===== config.mk =====
export PLATFORM = sky130hd
export DESIGN_NAME = uart_rx
export DESIGN_NICKNAME = d
export VERILOG_FILES = /design/src/rtl/uart_rx.sv
export SDC_FILE = /design/constraint.sdc
export NUM_CORES = 1
export LEC_CHECK = 0
export CORE_ASPECT_RATIO = 0.7
export CORE_MARGIN = 2
export CORE_UTILIZATION = 50
export CTS_CLUSTER_DIAMETER = 40
export DETAILED_ROUTE_END_ITERATION = 10
export PLACE_DENSITY = 0.73
export SLEW_MARGIN = 20
export SYNTH_ARGS = -nofsm -noshare
export SYNTH_HDL_FRONTEND = slang
export SYNTH_SLANG_ARGS = --single-unit

===== constraint.sdc =====
create_clock -name clk_25mhz -period 2.3 [get_ports clk_25mhz]
set_input_delay 0.46 -clock clk_25mhz [delete_from_list [all_inputs] [get_ports clk_25mhz]]
set_output_delay 0.46 -clock clk_25mhz [all_outputs]
set_load 0.005 [all_outputs]

===== src/rtl/uart_rx.sv =====
// uart_rx: 8N1 receiver, 16x oversampling from a phase-accumulator tick.
// Define UART_RX_MAJORITY_EN for 2-of-3 majority sampling at ph 6/7/8.
`timescale 1ns/1ps
module uart_rx #(
  parameter logic [15:0] TICK_INC   = 16'd4832,
  parameter int          OVERSAMPLE = 16
) (
  input  logic       clk_25mhz,
  input  logic       resetn,
  input  logic       rx,
  output logic [7:0] data,
  output logic       valid,
  output logic       frame_err,
  output logic       busy
);

  localparam logic [1:0] S_IDLE  = 2'd0;
  localparam logic [1:0] S_START = 2'd1;
  localparam logic [1:0] S_DATA  = 2'd2;
  localparam logic [1:0] S_STOP  = 2'd3;

  localparam logic [3:0] PH_LAST = 4'(OVERSAMPLE - 1);
  localparam logic [3:0] PH_MID  = 4'(OVERSAMPLE / 2 - 1);

  logic        r_rx_s1;
  logic        r_rx_s2;
  logic        r_rx_prev;
  logic [15:0] r_acc;
  logic        r_tick;
  logic [3:0]  r_ph;
  logic [2:0]  r_nb;
  logic        r_last;
  logic [7:0]  r_sh;
  logic [1:0]  r_state;
  logic [7:0]  r_data;
  logic        r_valid;
  logic        r_ferr;

  logic [16:0] w_sum;
  logic        w_edge;
  logic        w_wrap;
  logic        w_samp;
  logic        w_bit;

  assign w_sum  = {1'b0, r_acc} + {1'b0, TICK_INC};
  assign w_edge = r_rx_prev & ~r_rx_s2;
  assign w_wrap = r_tick && (r_ph == PH_LAST);

`ifdef UART_RX_MAJORITY_EN
  logic r_s6;
  logic r_s7;

  // Capture the two early votes; the third is taken live at ph 8.
  always_ff @(posedge clk_25mhz or negedge resetn) begin
    if (!resetn) begin
      r_s6 <= 1'b1;
      r_s7 <= 1'b1;
    end else if (r_tick) begin
      if (r_ph == PH_MID - 4'd2) r_s6 <= r_rx_s2;
      if (r_ph == PH_MID - 4'd1) r_s7 <= r_rx_s2;
    end
  end

  assign w_samp = r_tick && (r_ph == PH_MID);
  assign w_bit  = (r_s6 & r_s7) |
                  (r_s6 & r_rx_s2) |
                  (r_s7 & r_rx_s2);
`else
  assign w_samp = r_tick && (r_ph == PH_MID - 4'd1);
  assign w_bit  = r_rx_s2;
`endif

  // Two-flop synchronizer plus previous value for edge detect.
  always_ff @(posedge clk_25mhz or negedge resetn) begin
    if (!resetn) begin
      r_rx_s1   <= 1'b1;
      r_rx_s2   <= 1'b1;
      r_rx_prev <= 1'b1;
    end else begin
      r_rx_s1   <= rx;
      r_rx_s2   <= r_rx_s1;
      r_rx_prev <= r_rx_s2;
    end
  end

  // Free-running accumulator; carry-out is the oversample tick.
  always_ff @(posedge clk_25mhz or negedge resetn) begin
    if (!resetn) begin
      r_acc  <= 16'h0000;
      r_tick <= 1'b0;
    end else begin
      {r_tick, r_acc} <= w_sum;
    end
  end

  // Bit phase: realigned to the start edge, then counts ticks.
  always_ff @(posedge clk_25mhz or negedge resetn) begin
    if (!resetn) begin
      r_ph <= 4'd0;
    end else if (r_state == S_IDLE && w_edge) begin
      r_ph <= 4'd0;
    end else if (r_tick) begin
      r_ph <= r_ph + 4'd1;
    end
  end

  // Frame state machine, shift register and output strobes.
  always_ff @(posedge clk_25mhz or negedge resetn) begin
    if (!resetn) begin
      r_state <= S_IDLE;
      r_nb    <= 3'd0;
      r_last  <= 1'b0;
      r_sh    <= 8'h00;
      r_data  <= 8'h00;
      r_valid <= 1'b0;
      r_ferr  <= 1'b0;
    end else begin
      r_valid <= 1'b0;
      r_ferr  <= 1'b0;
      case (r_state)
        S_IDLE: begin
          if (w_edge) r_state <= S_START;
        end
        S_START: begin
          if (w_samp) begin
            if (w_bit) begin
              r_state <= S_IDLE;
            end else begin
              r_state <= S_DATA;
              r_nb    <= 3'd0;
              r_last  <= 1'b0;
            end
          end
        end
        S_DATA: begin
          if (w_samp) begin
            r_sh <= {w_bit, r_sh[7:1]};
            if (r_nb == 3'd7) r_last <= 1'b1;
            else r_nb <= r_nb + 3'd1;
          end
          if (w_wrap && r_last) r_state <= S_STOP;
        end
        S_STOP: begin
          if (w_samp) begin
            r_data  <= r_sh;
            r_valid <= w_bit;
            r_ferr  <= ~w_bit;
            r_state <= S_IDLE;
          end
        end
        default: r_state <= S_IDLE;
      endcase
    end
  end

  assign data      = r_data;
  assign valid     = r_valid;
  assign frame_err = r_ferr;
  assign busy      = (r_state != S_IDLE);

endmodule

==> results.ini <==
[timing]
timing.final.hold_violations=0
tightest_slew_ns=0.435
finalCriticalPeriod_ns=2.01
rsz0062_at_grt=no
fmax_ghz=0.497
drv_slew=0
slew_headroom_pct=71.0
whs_ns=0.111
min_period_over_period_pct=87.4
setup_viol=0
tns_ns=0
finalClockSkew_ns=0.00736

[detailed_routing]
wire_per_inst_microns=12.7
wl_mm=2.72
drt-initial-drc-count=61
drtPass1Iterations=4
avgViaCountPerCell=4.99
vias=1067
postRouteAntennaNets=0
drc=0

[finish]
fin_nets=171
synthToLayoutAreaGrowth_pct=14.5
stdcell_area_sq_um=2090
most-common-layout-cells=dfrtp_1 (40), mux2_2 (18), nor2_1 (15)
drive_gt1_share_pct=22.6
diodes=0
fillers=292
final_common_cell=dfrtp_1

[clock_network]
cts_buffers=5
post_cts_buffers=0
ctsHoldBuffers=0
cts_buffer_depth=2
root_buffer=clkbuf_8
clk_pin_slew_worst_paths_ns=0.07
insertion_delay_ns=0.28
clock-sinks=43
htreeDepth=2
cts_tree=done
cts_repair_resize_count=0

[logic_synthesis]
synthCells=144
synth.top_cells.by_area=dfrtp_1 (55%), mux2_2 (11%), dfstp_2 (4.3%), ha_1 (3.4%), nor2_1 (3.1%)
synthFlopType=dfrtp_1
async_flop_share_pct=100
synth_warnings=0
synth-seq-area-share_pct=59.2
synth_edf_count=0
synth_top_area_share_pct=54.9
synth_largest_area_cell=dfrtp_1
synth_area_sq_um=1820
synth.distinct_cells=33
syn_nets=152
syn_avg_cell_area_sq_um=12.7
synth_seq_cells=43

[die]
fp.dieH_microns=54.5
initial_core_util_pct=51.9
die_area_sq_um=4160
io_pins=14
rows=18
core-area_sq_um=3510
die_w_microns=76.2

[grt]
gr-total-overflow=0
grt_pass1_vias=996
antenna_found_initial=0
grt_usage_pct=14.1
grt_pass1_wl_mm=4.45
grt_max_degree=22

[placement]
gp_congestion=0.913
hpwl_mm=2.00
portBuffers=13
placed_area_sq_um=2010

[pwr]
p_leak_nw=0.957
p_per_area_nw_per_um2=593
max-vdd-ir-drop_mv=0.440

[hold_path]
min-delay-path-class=in2async

[setup_path]
rr_startpoint=r_ph[0]
rr_worst_depth=5
crit_path_end_kind=output pin
setup.worst_path.end=busy
r2r_end=r_sh[3]
required_ns=1.84
r2r_slack_ns=0.67
start_kind=register
crit_type=reg2out
worst-path-max-fanout=10
arrival_ns=1.55

[status]
status=finished clean

[run]
drv_cap=0

-- cell usage after synthesis (all sizes together), types with 2 or more instances --
cell type	number
a21oi	6
and2	2
buf	3
dfrtp	40
dfstp	3
ha	5
inv	8
mux2	18
mux2i	2
nand2	8
nand2b	2
nand3	2
nand4	2
nor2	16
o21ai	4
xnor2	6
xor2	6
-- metrics by stage --
stage	total power, mW	utilization (%)	instances	worst slack (ns)
after floorplan	0.789	-	144	0.825
after global placement	0.810	57.1	206	0.611
after detailed placement	0.812	57.1	206	0.583
after CTS	1.26	59.4	214	0.278
after global routing	1.30	59.4	214	0.230
final	1.24	59.4	214	0.289
-- worst min-delay path by stage --
stage | start | cells past startpoint | end
after detailed placement | r_rx_s1 | 0 | r_rx_s2
after global placement | r_rx_s1 | 0 | r_rx_s2
after CTS | resetn | 1 | r_acc[8]
final | resetn | 1 | r_acc[8]
after global routing | resetn | 1 | r_acc[8]
after floorplan | resetn | 0 | async pin
-- layout make-up --
| cell class | instances | area, sq um | share of cell area (%) |
|---|---|---|---|
| Clock buffer | 7 | 76.3 | 3.65 |
| Timing Repair Buffer | 15 | 140 | 6.71 |
| Clock inverter | 1 | 5.00 | 0.240 |
| Sequential cell | 43 | 1080 | 51.7 |
| Inverter | 8 | 30.0 | 1.44 |
| Multi-Input combinational cell | 90 | 694 | 33.3 |
| Tap cell | 50 | 62.6 | 3.00 |
-- registers in the layout, summed over array words and instances (netlist names), named ones only --
register   flops
frame_err      1
r_sh           8
data           8
r_rx_s2        1
valid          1
r_tick         1
r_ph           4
r_rx_s1        1
r_nb           3
r_acc         11
r_rx_prev      1
r_state        1
r_last         1
-- routing by layer --
layer / global-route usage (%) / up-vias / wire [microns]
li1: - / 521 / -
met1: 19.0 / 518 / 1380
met2: 21.9 / 26 / 1210
met3: 3.96 / 2 / 117
met4: 6.67 / 0 / 7
met5: 0 / - / 0
-- worst max-delay path, cell delays in order (launching register included) --
cell             delay, ns
dfrtp_1               0.50
or2_2                 0.33
clkdlybuf4s50_1       0.44
-- power by group --
part / internal (mW) / total (mW) / switching, mW
clock network: 0.213 / 0.442 / 0.229
registers: 0.763 / 0.768 / 0.00508
logic: 0.00831 / 0.0275 / 0.0192
total: 0.984 / 1.24 / 0.253
-- cell families after synthesis --
| logic type | synth area share (%) |
|---|---|
| muxes | 12.2 |
| and+or+nand+nor | 11.3 |
| buffers and inverters | 2.74 |
| AOI/OAI and AO/OA | 5.35 |
| xor gates and xnor gates | 5.76 |
| DFF | 59.2 |
| adders and majority gates | 3.43 |
Note: power is estimated with default switching activity, not from simulation.
